$ cat src/rtl/seg7_scan_driver.sv
// seg7_scan_driver: multiplexed DIGITS-wide 7-segment display driver with a refresh
// prescaler, per-slot anti-ghost blanking, frame-synchronous double buffering,
// leading-zero blanking and optional hex glyphs.
module seg7_scan_driver #(
   parameter int unsigned DIGITS         = 4,
   parameter int unsigned PRESCALE       = 50000,
   parameter int unsigned BLANK_CYCLES   = 16,
   parameter int unsigned HEX_MODE       = 0,
   parameter int unsigned SEG_ACTIVE_LOW = 1,
   parameter int unsigned DIG_ACTIVE_LOW = 1
) (
   input  logic                clk,
   input  logic                rst,
   input  logic                enable,
   input  logic [4*DIGITS-1:0] value,
   input  logic [DIGITS-1:0]   dp_in,
   input  logic                load,
   input  logic                blank_lz,
   output logic [6:0]          seg,
   output logic                dp,
   output logic [DIGITS-1:0]   dig,
   output logic                frame_tick
);

   localparam int unsigned PcW  = (PRESCALE > 1) ? $clog2(PRESCALE) : 1;
   localparam int unsigned IdxW = (DIGITS > 1) ? $clog2(DIGITS) : 1;

   localparam logic [PcW-1:0]  PcMax  = PcW'(PRESCALE - 1);
   localparam logic [PcW-1:0]  PcShow = PcW'(BLANK_CYCLES);
   localparam logic [IdxW-1:0] IdxMax = IdxW'(DIGITS - 1);

   // Dark (inactive) levels of the output lines
   localparam logic [6:0]        SegOff = (SEG_ACTIVE_LOW != 0) ? 7'h7F : 7'h00;
   localparam logic              DpOff  = (SEG_ACTIVE_LOW != 0);
   localparam logic [DIGITS-1:0] DigOff = (DIG_ACTIVE_LOW != 0) ? '1 : '0;

   logic [PcW-1:0]      pc_d, pc_q;
   logic [IdxW-1:0]     idx_d, idx_q;
   logic                pend_d, pend_q;
   logic [4*DIGITS-1:0] pend_val_d, pend_val_q;
   logic [DIGITS-1:0]   pend_dp_d, pend_dp_q;
   logic [4*DIGITS-1:0] shadow_val_d, shadow_val_q;
   logic [DIGITS-1:0]   shadow_dp_d, shadow_dp_q;
   logic [6:0]          seg_d, seg_q;
   logic                dp_d, dp_q;
   logic [DIGITS-1:0]   dig_d, dig_q;
   logic                frame_tick_d, frame_tick_q;
   logic                slot_end, frame_wrap;

   // Logical abcdefg glyph, active-high; 10-15 blank unless hex glyphs are enabled
   function automatic logic [6:0] glyph(input logic [3:0] nib);
      logic [6:0] g;
      case (nib)
         4'h0:    g = 7'b1111110;
         4'h1:    g = 7'b0110000;
         4'h2:    g = 7'b1101101;
         4'h3:    g = 7'b1111001;
         4'h4:    g = 7'b0110011;
         4'h5:    g = 7'b1011011;
         4'h6:    g = 7'b1011111;
         4'h7:    g = 7'b1110000;
         4'h8:    g = 7'b1111111;
         4'h9:    g = 7'b1111011;
         4'hA:    g = 7'b1110111;
         4'hB:    g = 7'b0011111;
         4'hC:    g = 7'b1001110;
         4'hD:    g = 7'b0111101;
         4'hE:    g = 7'b1001111;
         default: g = 7'b1000111;
      endcase
      if ((HEX_MODE == 0) && (nib > 4'h9)) begin
         g = 7'b0000000;
      end
      return g;
   endfunction

   // Prescaler and scan counter; both freeze while enable is low
   always_comb begin
      slot_end   = enable && (pc_q == PcMax);
      frame_wrap = slot_end && (idx_q == IdxMax);
      pc_d       = pc_q;
      idx_d      = idx_q;
      if (enable) begin
         if (slot_end) begin
            pc_d  = '0;
            idx_d = (idx_q == IdxMax) ? '0 : idx_q + 1'b1;
         end else begin
            pc_d = pc_q + 1'b1;
         end
      end
   end

   // Double buffer: loads park in pending and move to shadow only at the frame wrap,
   // except when the display is stopped or the load lands on the wrap itself
   always_comb begin
      pend_d       = pend_q;
      pend_val_d   = pend_val_q;
      pend_dp_d    = pend_dp_q;
      shadow_val_d = shadow_val_q;
      shadow_dp_d  = shadow_dp_q;
      if (load && (!enable || frame_wrap)) begin
         shadow_val_d = value;
         shadow_dp_d  = dp_in;
         pend_d       = 1'b0;
      end else if (load) begin
         pend_val_d = value;
         pend_dp_d  = dp_in;
         pend_d     = 1'b1;
      end else if (frame_wrap && pend_q) begin
         shadow_val_d = pend_val_q;
         shadow_dp_d  = pend_dp_q;
         pend_d       = 1'b0;
      end
   end

   // Output decode for the current slot, registered one cycle later
   always_comb begin
      logic [3:0]        nib;
      logic              cur_dp;
      logic              upper_zero;
      logic              lz_blank;
      logic [DIGITS-1:0] sel;
      logic [6:0]        glyph_bits;
      nib          = 4'h0;
      cur_dp       = 1'b0;
      upper_zero   = 1'b1;
      lz_blank     = 1'b0;
      sel          = '0;
      glyph_bits   = 7'b0;
      seg_d        = SegOff;
      dp_d         = DpOff;
      dig_d        = DigOff;
      frame_tick_d = frame_wrap;
      // Walk from the most significant digit so upper_zero covers DIGITS-1..i
      for (int i = DIGITS - 1; i >= 0; i--) begin
         upper_zero = upper_zero && (shadow_val_q[4*i +: 4] == 4'h0);
         if (IdxW'(i) == idx_q) begin
            nib      = shadow_val_q[4*i +: 4];
            cur_dp   = shadow_dp_q[i];
            lz_blank = upper_zero && (i != 0);
            sel[i]   = 1'b1;
         end
      end
      glyph_bits = (blank_lz && lz_blank) ? 7'b0 : glyph(nib);
      if (enable) begin
         seg_d = (SEG_ACTIVE_LOW != 0) ? ~glyph_bits : glyph_bits;
         dp_d  = (SEG_ACTIVE_LOW != 0) ? ~cur_dp : cur_dp;
         if (pc_q >= PcShow) begin
            dig_d = (DIG_ACTIVE_LOW != 0) ? ~sel : sel;
         end
      end
   end

   // Counter and buffer state
   always_ff @(posedge clk or posedge rst) begin
      if (rst) begin
         pc_q         <= '0;
         idx_q        <= '0;
         pend_q       <= 1'b0;
         pend_val_q   <= '0;
         pend_dp_q    <= '0;
         shadow_val_q <= '0;
         shadow_dp_q  <= '0;
      end else begin
         pc_q         <= pc_d;
         idx_q        <= idx_d;
         pend_q       <= pend_d;
         pend_val_q   <= pend_val_d;
         pend_dp_q    <= pend_dp_d;
         shadow_val_q <= shadow_val_d;
         shadow_dp_q  <= shadow_dp_d;
      end
   end

   // Output registers, reset to the dark level
   always_ff @(posedge clk or posedge rst) begin
      if (rst) begin
         seg_q        <= SegOff;
         dp_q         <= DpOff;
         dig_q        <= DigOff;
         frame_tick_q <= 1'b0;
      end else begin
         seg_q        <= seg_d;
         dp_q         <= dp_d;
         dig_q        <= dig_d;
         frame_tick_q <= frame_tick_d;
      end
   end

   assign seg        = seg_q;
   assign dp         = dp_q;
   assign dig        = dig_q;
   assign frame_tick = frame_tick_q;

endmodule
$ cat config.mk
export PLATFORM = sky130hd
export DESIGN_NAME = seg7_scan_driver
export DESIGN_NICKNAME = d
export VERILOG_FILES = /design/src/rtl/seg7_scan_driver.sv
export SDC_FILE = /design/constraint.sdc
export NUM_CORES = 1
export LEC_CHECK = 0
export CAP_MARGIN = 25
export CORE_AREA = 5 5 120 122
export DETAILED_ROUTE_END_ITERATION = 8
export DIE_AREA = 0 0 125 127
export MAX_ROUTING_LAYER = met4
export PLACE_DENSITY = 0.46
export REMOVE_ABC_BUFFERS = 1
export SYNTH_ARGS = -nofsm -noshare
export SYNTH_HDL_FRONTEND = slang
export SYNTH_SLANG_ARGS = --single-unit
export TNS_END_PERCENT = 100
$ cat constraint.sdc
create_clock -name clk -period 3.69 [get_ports clk]
set_input_delay 0.738 -clock clk [delete_from_list [all_inputs] [get_ports clk]]
set_output_delay 0.738 -clock clk [all_outputs]
set_load 0.05 [all_outputs]
==> flow_summary.yaml, run 1 <==
drt:
  antenna_left: 0
  drt_drc_violations_left: 0
  drtPass1Iterations: 4
  routed_wl_um: 7880
  drt-initial-drc-count: 134
  via_count: 2441
  vias_per_cell: 4.47
  wire_per_inst_um: 14.4
placement:
  dp_cells: 530
  port_buffers: 37
  dp_hpwl_um: 5520
  post-place-ws_ns: 0.905
  gp_congestion: 0.788
floorplanning:
  dieHeight_um: 127
  die_w_um: 125
  start_util_pct: 27.8
  row_count: 42
  io_pins: 38
  dieArea_mm2: 0.0159
  core-area_mm2: 0.0131
sta:
  finClkSkew_ns: 0.00659
  hold_violations: 0
  rsz0062_at_grt: "false"
  period_share_pct: 74.2
  max_freq_ghz: 0.365
  timing.final.ws_setup_ns: 0.951
  maxSlewHeadroom_pct: 50.0
  period_minus_slack_ns: 2.74
  setup_tns_ns: 0
  tightestPinTransition_ns: 0.749
  setup_violations: 0
  slew_viol_final: 0
yosys:
  ys_ff_latch: 72
  yosys_warnings: 0
  synth-async-reset-ratio_pct: 100
  synthDistinctLibCells: 49
  synth_ff_type: "dfrtp_1"
  synth_cells: 328
  synth_edf_count: 0
  syn_avg_cell_area_um2: 11.1
  ys_seq_area_share_pct: 50.0
  syn_area_mm2: 0.00363
cts:
  hold_buffers: 0
  clockBufferDepth: 2
  clkSlewWorstSetupHoldPaths_ns: 0.06
  cts_tree: "built"
  insertion_delay_ns: 0.33
  cts-htree-levels: 3
  root_buffer: "clkbuf_16"
  cts_sinks: 72
  cts_inserted_buffers: 9
  post_cts_buffers: 0
  cts_resized: 0
min_path:
  hold_class: "reg -> reg"
setup_path:
  cp_max_fo: 9
  cp.required_ns: 3.94
  crit_path_end_kind: "flip-flop"
  slowest_stage: "dfrtp_1"
  crit_path_start_kind: "flip-flop"
  regToRegSetupSlack_ns: 0.95
  arrival_ns: 2.99
  critPathMaxStageDelay_ns: 0.41
  path_cells: "inv_1 > ha_1 > nand2b_1 > o22ai_1 > a31oi_1 > inv_1 > ha_1 > o21ai_0 > nor2_1 > o21ai_0"
  path_class: "reg -> reg"
cells_and_area:
  final_cells: 546
  fin_nets: 402
  syn2layout_area_growth_pct: 23.8
  mostFrequentLayoutCells: "dfrtp_1 (60), nand2_1 (41), clkdlybuf4s50_1 (37)"
  drive_gt1_share_pct: 17.0
  layout_commonest_cell: "dfrtp_1"
  n_antenna_cell: 0
global_routing:
  first_global_vias: 2546
  grt_max_degree: 41
  gr-total-overflow: 0
  grt_first_pass_wirelength_um: 13500
  antenna_found_initial: 0
  grt_usage_pct: 11.0
power_and_ir_drop:
  total_leakage_power_nw: 2.02
  p_per_area_mw_per_mm2: 513
  power.total_mw: 2.31
  vdd_drop_max_mv: 0.217
run:
  cap_violations: 0
run_status:
  status: "complete, no violations"
[worst paths after layout]
path / from / to / cells after the start
max in group asynchronous: rst / dig[1] / 3
setup / recovery: idx_q[0] / seg[4] / 10
min in group asynchronous: rst / idx_q[1] / 2
hold / removal: pc_q[13] / pc_q[13] / 1
setup reg to reg: idx_q[0] / seg[4] / 10
hold reg to reg: pc_q[13] / pc_q[13] / 1
[cells in the mapped netlist (5+ instances only)]
cell type / number / area share (%)
a21oi_1: 10 / 1.4
buf_2: 6 / 0.83
nor2_1: 15 / 1.6
xnor2_1: 9 / 2.2
nand3_1: 5 / 0.69
inv_1: 10 / 1.0
mux2i_1: 21 / 5.8
nand2_1: 41 / 4.2
dfrtp_1: 60 / 41
nand4_1: 7 / 1.2
ha_1: 12 / 4.1
dfstp_2: 12 / 8.7
clkbuf_1: 9 / 0.93
o21ai_0: 30 / 4.1
o22ai_1: 5 / 0.86
mux2_4: 20 / 8.3
[stage by stage]
step / instance area, µm² / util, % / hold slack (ns)
global placement: 4160 / 31.8 / 0.493
global route: 4500 / 34.4 / 0.522
finish: 4500 / 34.4 / 0.502
floorplan: 3530 / - / 0.461
detailed placement: 4160 / 31.8 / 0.494
CTS: 4500 / 34.4 / 0.503
[cell type report]
cell class                 count  area (µm²)
fill                        1337        8590
sequential                    72        1820
multi-input combinational    229        1670
timing repair buffer          43         415
clock buffer                  14         274
tap                          176         220
clock inverter                 2        60.1
inverter                      10        37.5
[kinds of logic (layout without fill, tap and decap cells)]
kind of cell | count (synthesis) | in the layout | share of synthesized area (%)
xor gates and xnor gates | 13 | 13 | 3.13
adders and majority gates | 12 | 12 | 4.13
muxes | 41 | 41 | 14.1
DFF | 72 | 72 | 50.0
buffers and inverters | 27 | 69 | 3.89
and+or+nand+nor | 105 | 105 | 15.5
AOI/OAI and AO/OA | 58 | 58 | 9.27
[report_power, final]
group,internal (mW),switching (mW)
registers,0.900,0.0831
clock network,0.648,0.321
logic,0.172,0.185
[metal layers]
metal / global-route usage, % / share of wire, % / routed length (µm)
met1: 15.4 / 53 / 4200
met2: 14.7 / 42 / 3280
met3: 2.55 / 2.4 / 192
met4: 5.42 / 2.7 / 212
met5: - / 0 / 0
[state kept, by name, indices dropped and copies added, names as in the netlist]
| register | flops |
|---|---|
| pc_q | 16 |
| pend_val_q | 16 |
| shadow_val_q | 16 |
| seg | 7 |
| dig | 4 |
| pend_dp_q | 4 |
| shadow_dp_q | 4 |
| idx_q | 2 |
| dp | 1 |
| frame_tick | 1 |
| pend_q | 1 |
[critical path: cells and delay by family, from the launching register on]
| family | cells | cell delay [ns] |
|---|---|---|
| AO/OA/AOI/OAI | 4 | 1.01 |
| adder cells (fa/ha/maj) | 2 | 0.66 |
| flip-flops | 1 | 0.41 |
| AND/OR/NAND/NOR | 2 | 0.31 |
| buffers and inverters | 2 | 0.29 |
No activity file was read; power rests on OpenSTA's default activity.
==> run 2, diff against run 1 <==
Settings changed: PLACE_DENSITY 0.46 to 0.47.
Clock period 3.69 ns to 2.27 ns, I/O delays scaled along.
==> run 2 against run 1 <==
Against the previous run:
- critical path depth decreased by 5
- die area unchanged
- core utilization increased by 2.5 points
- largest cell class unchanged
- sequential share of layout area decreased by 2.7 points
- clock skew increased by 0.0011 ns
- sequential power increased by 61%
- global-route usage increased by 0.37 points
- via count increased by 5.1%
- cell area increased by 7.3%
- total power increased by 60%
- setup slack got worse by 0.84 ns
==> flow_summary.yaml, run 2 (same netlist as run 1, synthesis figures left out) <==
power_and_ir_drop:
  seqPwrFrac_pct: 43.0
  p_int_mw: 2.70
  p_clk_share_pct: 39.2
  vdd_drop_max_mv: 0.401
  switching_share_pct: 26.8
  power.switching_uw: 989
  p_comb_share_pct: 17.9
  power.total_mw: 3.69
  p_per_area_mw_per_mm2: 764
  total_leakage_power_nw: 2.16
cells_and_area:
  fin_util_pct: 36.9
  reg_top3: "pc_q x16, pend_val_q x16, shadow_val_q x16"
  layout_commonest_cell: "dfrtp_1"
  mostFrequentLayoutCells: "dfrtp_1 (59), nand2_1 (41), clkdlybuf4s50_1 (37)"
  n_antenna_cell: 0
  syn2layout_area_growth_pct: 32.9
  drive_gt1_share_pct: 27.6
  fin_nets: 430
setup_path:
  path_depth: 5
  slowest_stage: "or4_4"
  crit_path_end_kind: "flip-flop"
  cp_max_fo: 10
  cp.required_ns: 2.48
  arrival_ns: 2.37
  r2r_cells: 5
  path_cells: "or4_4 > nor4_4 > and4_4 > nor2_4 > mux2_4"
  path_class: "reg -> reg"
  cp_top_family: "simple AND/OR/NAND/NOR gates"
  cp.buffers_inverters: 0
  crit_path_start_kind: "flip-flop"
  critPathMaxStageDelay_ns: 0.57
floorplanning:
  row_count: 42
  dieArea_mm2: 0.0159
  core-area_mm2: 0.0131
  io_pins: 38
  start_util_pct: 27.8
  die_w_um: 125
  dieHeight_um: 127
min_path:
  hold_class: "in -> async"
global_routing:
  grt_usage_pct: 11.3
  grt_max_degree: 25
  gr-total-overflow: 0
  antenna_found_initial: 0
  grt_first_pass_wirelength_um: 13800
  first_global_vias: 2553
cts:
  cts_inserted_buffers: 9
  clkSlewWorstSetupHoldPaths_ns: 0.06
  cts_tree: "built"
  root_buffer: "clkbuf_16"
  hold_buffers: 0
  clockBufferDepth: 2
  cts-htree-levels: 3
  insertion_delay_ns: 0.33
  cts_sinks: 72
drt:
  antenna_left: 0
  via_count: 2566
  routed_wl_um: 8370
  wire_per_inst_um: 14.6
  drt-initial-drc-count: 111
  drt_drc_violations_left: 0
  vias_per_cell: 4.47
  drtPass1Iterations: 4
sta:
  timing.final.ws_setup_ns: 0.115
  finClkSkew_ns: 0.00773
  period_minus_slack_ns: 2.16
  setup_violations: 0
  period_share_pct: 94.9
  holdWs_ns: 0.489
  setup_tns_ns: 0
  hold_violations: 0
  max_freq_ghz: 0.464
  slew_viol_final: 0
  tightestPinTransition_ns: 0.566
  maxSlewHeadroom_pct: 62.3
placement:
  dp_hpwl_um: 5940
  post-place-ws_ns: -0.252
  port_buffers: 37
  gp_congestion: 0.797
run:
  cap_violations: 0
run_status:
  status: "complete, no violations"
-- run 2: final timing paths --
path	start	endpoint	slack, ns
max	pc_q[10]	pend_val_q[0]	0.11
max reg2reg	pc_q[10]	pend_val_q[0]	0.11
max in group asynchronous	rst	frame_tick	1.25
min reg2reg	pc_q[10]	pc_q[10]	0.50
min	rst	pc_q[12]	0.49
min in group clk	pc_q[10]	pc_q[10]	0.50
-- run 2: stage by stage --
| stage | cells | cell area (µm²) |
|---|---|---|
| after floorplan | 311 | 3530 |
| after global routing | 574 | 4830 |
| after CTS | 573 | 4730 |
| after detailed placement | 556 | 4410 |
| final | 574 | 4830 |
| after global placement | 556 | 4410 |
-- run 2: worst reg2reg max path, delay by kind of cell, from the launching register on --
| kind | cells | cell delay (ns) |
|---|---|---|
| simple gates | 4 | 1.29 |
| mux | 1 | 0.34 |
| flops | 1 | 0.40 |
-- run 2: routing by layer --
layer / wire length (µm) / vias up / global-route usage (%)
li1: - / 1282 / -
met2: 3800 / 38 / 16.5
met4: 95 / 0 / 3.44
met3: 265 / 7 / 3.51
met5: 0 / - / -
met1: 4210 / 1239 / 15.2
-- run 2: power groups by stage --
| stage | clock [mW] | combinational (mW) | sequential [mW] |
|---|---|---|---|
| 6_report | 1.45 | 0.659 | 1.58 |
| 4_1_cts | 1.49 | 0.657 | 1.58 |
| 3_5_place_dp | 0 | 0.651 | 1.60 |
| 3_3_place_gp | 0 | 0.642 | 1.60 |
| 5_1_grt | 1.55 | 0.730 | 1.61 |
| 2_1_floorplan | 0 | 0.337 | 1.65 |
-- run 2: cell type report --
| type | count | area, µm² |
|---|---|---|
| clock buffer | 11 | 253 |
| fill | 1313 | 8260 |
| timing repair buffer | 70 | 668 |
| sequential | 72 | 1820 |
| clock inverter | 5 | 55.1 |
| multi-input combinational | 230 | 1770 |
| inverter | 10 | 40.0 |
| tap | 176 | 220 |
-- run 2: repair_timing --
| item | 4_1_cts | 5_1_grt |
|---|---|---|
| endpoints found under the setup margin | 26 | 17 |
| pin swaps | 2 | 2 |
| setup buffers | 0 | 1 |
| cloned | 1 | 0 |
| gates resized for setup | 1 | 23 |
==> run 3, diff against run 2 <==
Settings changed: PLACE_DENSITY 0.47 to default.
==> run 3 against run 2 <==
Against the previous run:
- clock-buffer cell count unchanged
- total power down 1.3%
- final cell count down 1.4%
- critical path depth up 4
- hold slack better by 0.014 ns
- register-to-register slack worse by 0.02 ns
- first-iteration DRC count up 22%
- wire length down 5.2%
- global-route usage down 0.69 points
- sequential cell count unchanged
- non-clock buffer count down 7
- sequential share of layout area up 0.81 points
- highest routed layer unchanged
==> flow_summary.yaml, run 3 (same netlist as run 1, synthesis figures left out) <==
setup_path:
  critPathMaxStageDelay_ns: 0.44
  arrival_ns: 2.42
  path_depth: 9
  cp.buffers_inverters: 3
  crit_path_start_kind: "flip-flop"
  crit_path_end_kind: "flip-flop"
  path_cells: "inv_1 > ha_4 > buf_4 > or3b_2 > o221ai_1 > buf_4 > nor2_1 > o21a_1 > o21ai_0"
  r2r_end: "seg[3]"
  worstReg2RegStart: "idx_q[1]"
  cp_top_family: "buffers and inverters"
  cp.required_ns: 2.51
  path_class: "reg -> reg"
  regToRegSetupSlack_ns: 0.1
  r2r_cells: 9
  slowest_stage: "or3b_2"
  crit_top_cell: "buf_4"
  cp_max_fo: 10
drt:
  drt_drc_violations_left: 0
  drt-initial-drc-count: 135
  wire_per_inst_um: 14.0
  via_count: 2571
  antenna_left: 0
  vias_per_cell: 4.54
  drtPass1Iterations: 4
  routed_wl_um: 7930
sta:
  holdWs_ns: 0.503
  tightestPinTransition_ns: 0.509
  hold_violations: 0
  max_freq_ghz: 0.460
  maxSlewHeadroom_pct: 66.0
  setup_violations: 0
  setup_tns_ns: 0
  period_minus_slack_ns: 2.17
  period_share_pct: 95.8
  finClkSkew_ns: 0.00877
  slew_viol_final: 0
power_and_ir_drop:
  p_comb_share_pct: 17.1
  power.switching_uw: 986
  p_per_area_mw_per_mm2: 770
  p_int_mw: 2.65
  vdd_drop_max_mv: 0.343
  seqPwrFrac_pct: 43.9
  p_clk_share_pct: 39.0
  total_leakage_power_nw: 2.12
  switching_share_pct: 27.1
global_routing:
  gr-total-overflow: 0
  antenna_found_initial: 0
  grt_usage_pct: 10.6
  grt_max_degree: 73
  first_global_vias: 2635
  grt_first_pass_wirelength_um: 13200
cells_and_area:
  drive_gt1_share_pct: 23.8
  reg_top3: "pc_q x16, pend_val_q x16, shadow_val_q x16"
  fin_nets: 422
  n_antenna_cell: 0
  layout_commonest_cell: "dfrtp_1"
  mostFrequentLayoutCells: "dfrtp_1 (59), nand2_1 (41), clkdlybuf4s50_1 (37)"
  syn2layout_area_growth_pct: 30.1
floorplanning:
  io_pins: 38
  row_count: 42
  start_util_pct: 27.8
  dieArea_mm2: 0.0159
  dieHeight_um: 127
  die_w_um: 125
  core-area_mm2: 0.0131
min_path:
  hold_start: "pc_q[7]"
  hold_class: "reg -> reg"
  min_path_cells: 1
  min_to: "pc_q[7]"
cts:
  cts_sinks: 72
  clockBufferDepth: 2
  cts_inserted_buffers: 9
  cts-htree-levels: 3
  root_buffer: "clkbuf_16"
  insertion_delay_ns: 0.34
  clkSlewWorstSetupHoldPaths_ns: 0.06
  hold_buffers: 0
  cts_tree: "built"
placement:
  gp_congestion: 0.852
  port_buffers: 37
  dp_hpwl_um: 5520
run_status:
  status: "complete, no violations"
run:
  cap_violations: 0
## run 3: stage by stage
step / utilization [%] / worst slack (ns) / cell area, µm² / cells / power, mW
after floorplan: - / -0.424 / 3530 / 311 / 1.99
after global placement: 33.1 / 0.0791 / 4330 / 546 / 2.21
after detailed placement: 33.1 / 0.00609 / 4330 / 546 / 2.23
after CTS: 35.4 / 0.0441 / 4630 / 562 / 3.67
after global routing: 36.1 / -0.0110 / 4730 / 566 / 3.81
final: 36.1 / 0.0953 / 4730 / 566 / 3.64
## run 3: worst max path at each step
stage / startpoint / endpoint / slack, ns
after global routing: idx_q[0] / seg[3] / -0.01
final: idx_q[1] / seg[3] / 0.1
after global placement: idx_q[0] / seg[0] / 0.08
after floorplan: pc_q[11] / shadow_dp_q[0] / -0.42
after detailed placement: idx_q[0] / seg[4] / 0.006
after CTS: idx_q[0] / seg[0] / 0.04
## run 3: repair_timing
item	4_1_cts	5_1_grt
resized for setup	1	15
endpoints found under the setup margin	1	28
cloned	0	0
pin swaps	0	1
setup buffers	0	4
## run 3: final cells by class
class	count	area [µm²]
Fill cell	1281	8360
Multi-Input combinational cell	229	1740
Clock inverter	5	56.3
Sequential cell	72	1820
Inverter	10	37.5
Clock buffer	11	243
Timing Repair Buffer	63	616
Tap cell	176	220
## run 3: routing by layer
layer,vias to the layer above,track usage (%),share of wire (%)
li1,1266,-,-
met1,1254,14.1,51
met2,40,15.5,44
met3,11,2.55,2.8
met4,0,4.78,2.0
met5,-,-,0
## run 3: power by group through the flow
stage	sequential [mW]	clock [mW]	combinational (mW)
global route	1.62	1.50	0.687
global placement	1.61	0	0.599
CTS	1.60	1.46	0.619
detailed placement	1.62	0	0.617
finish	1.60	1.42	0.623
floorplan	1.65	0	0.337
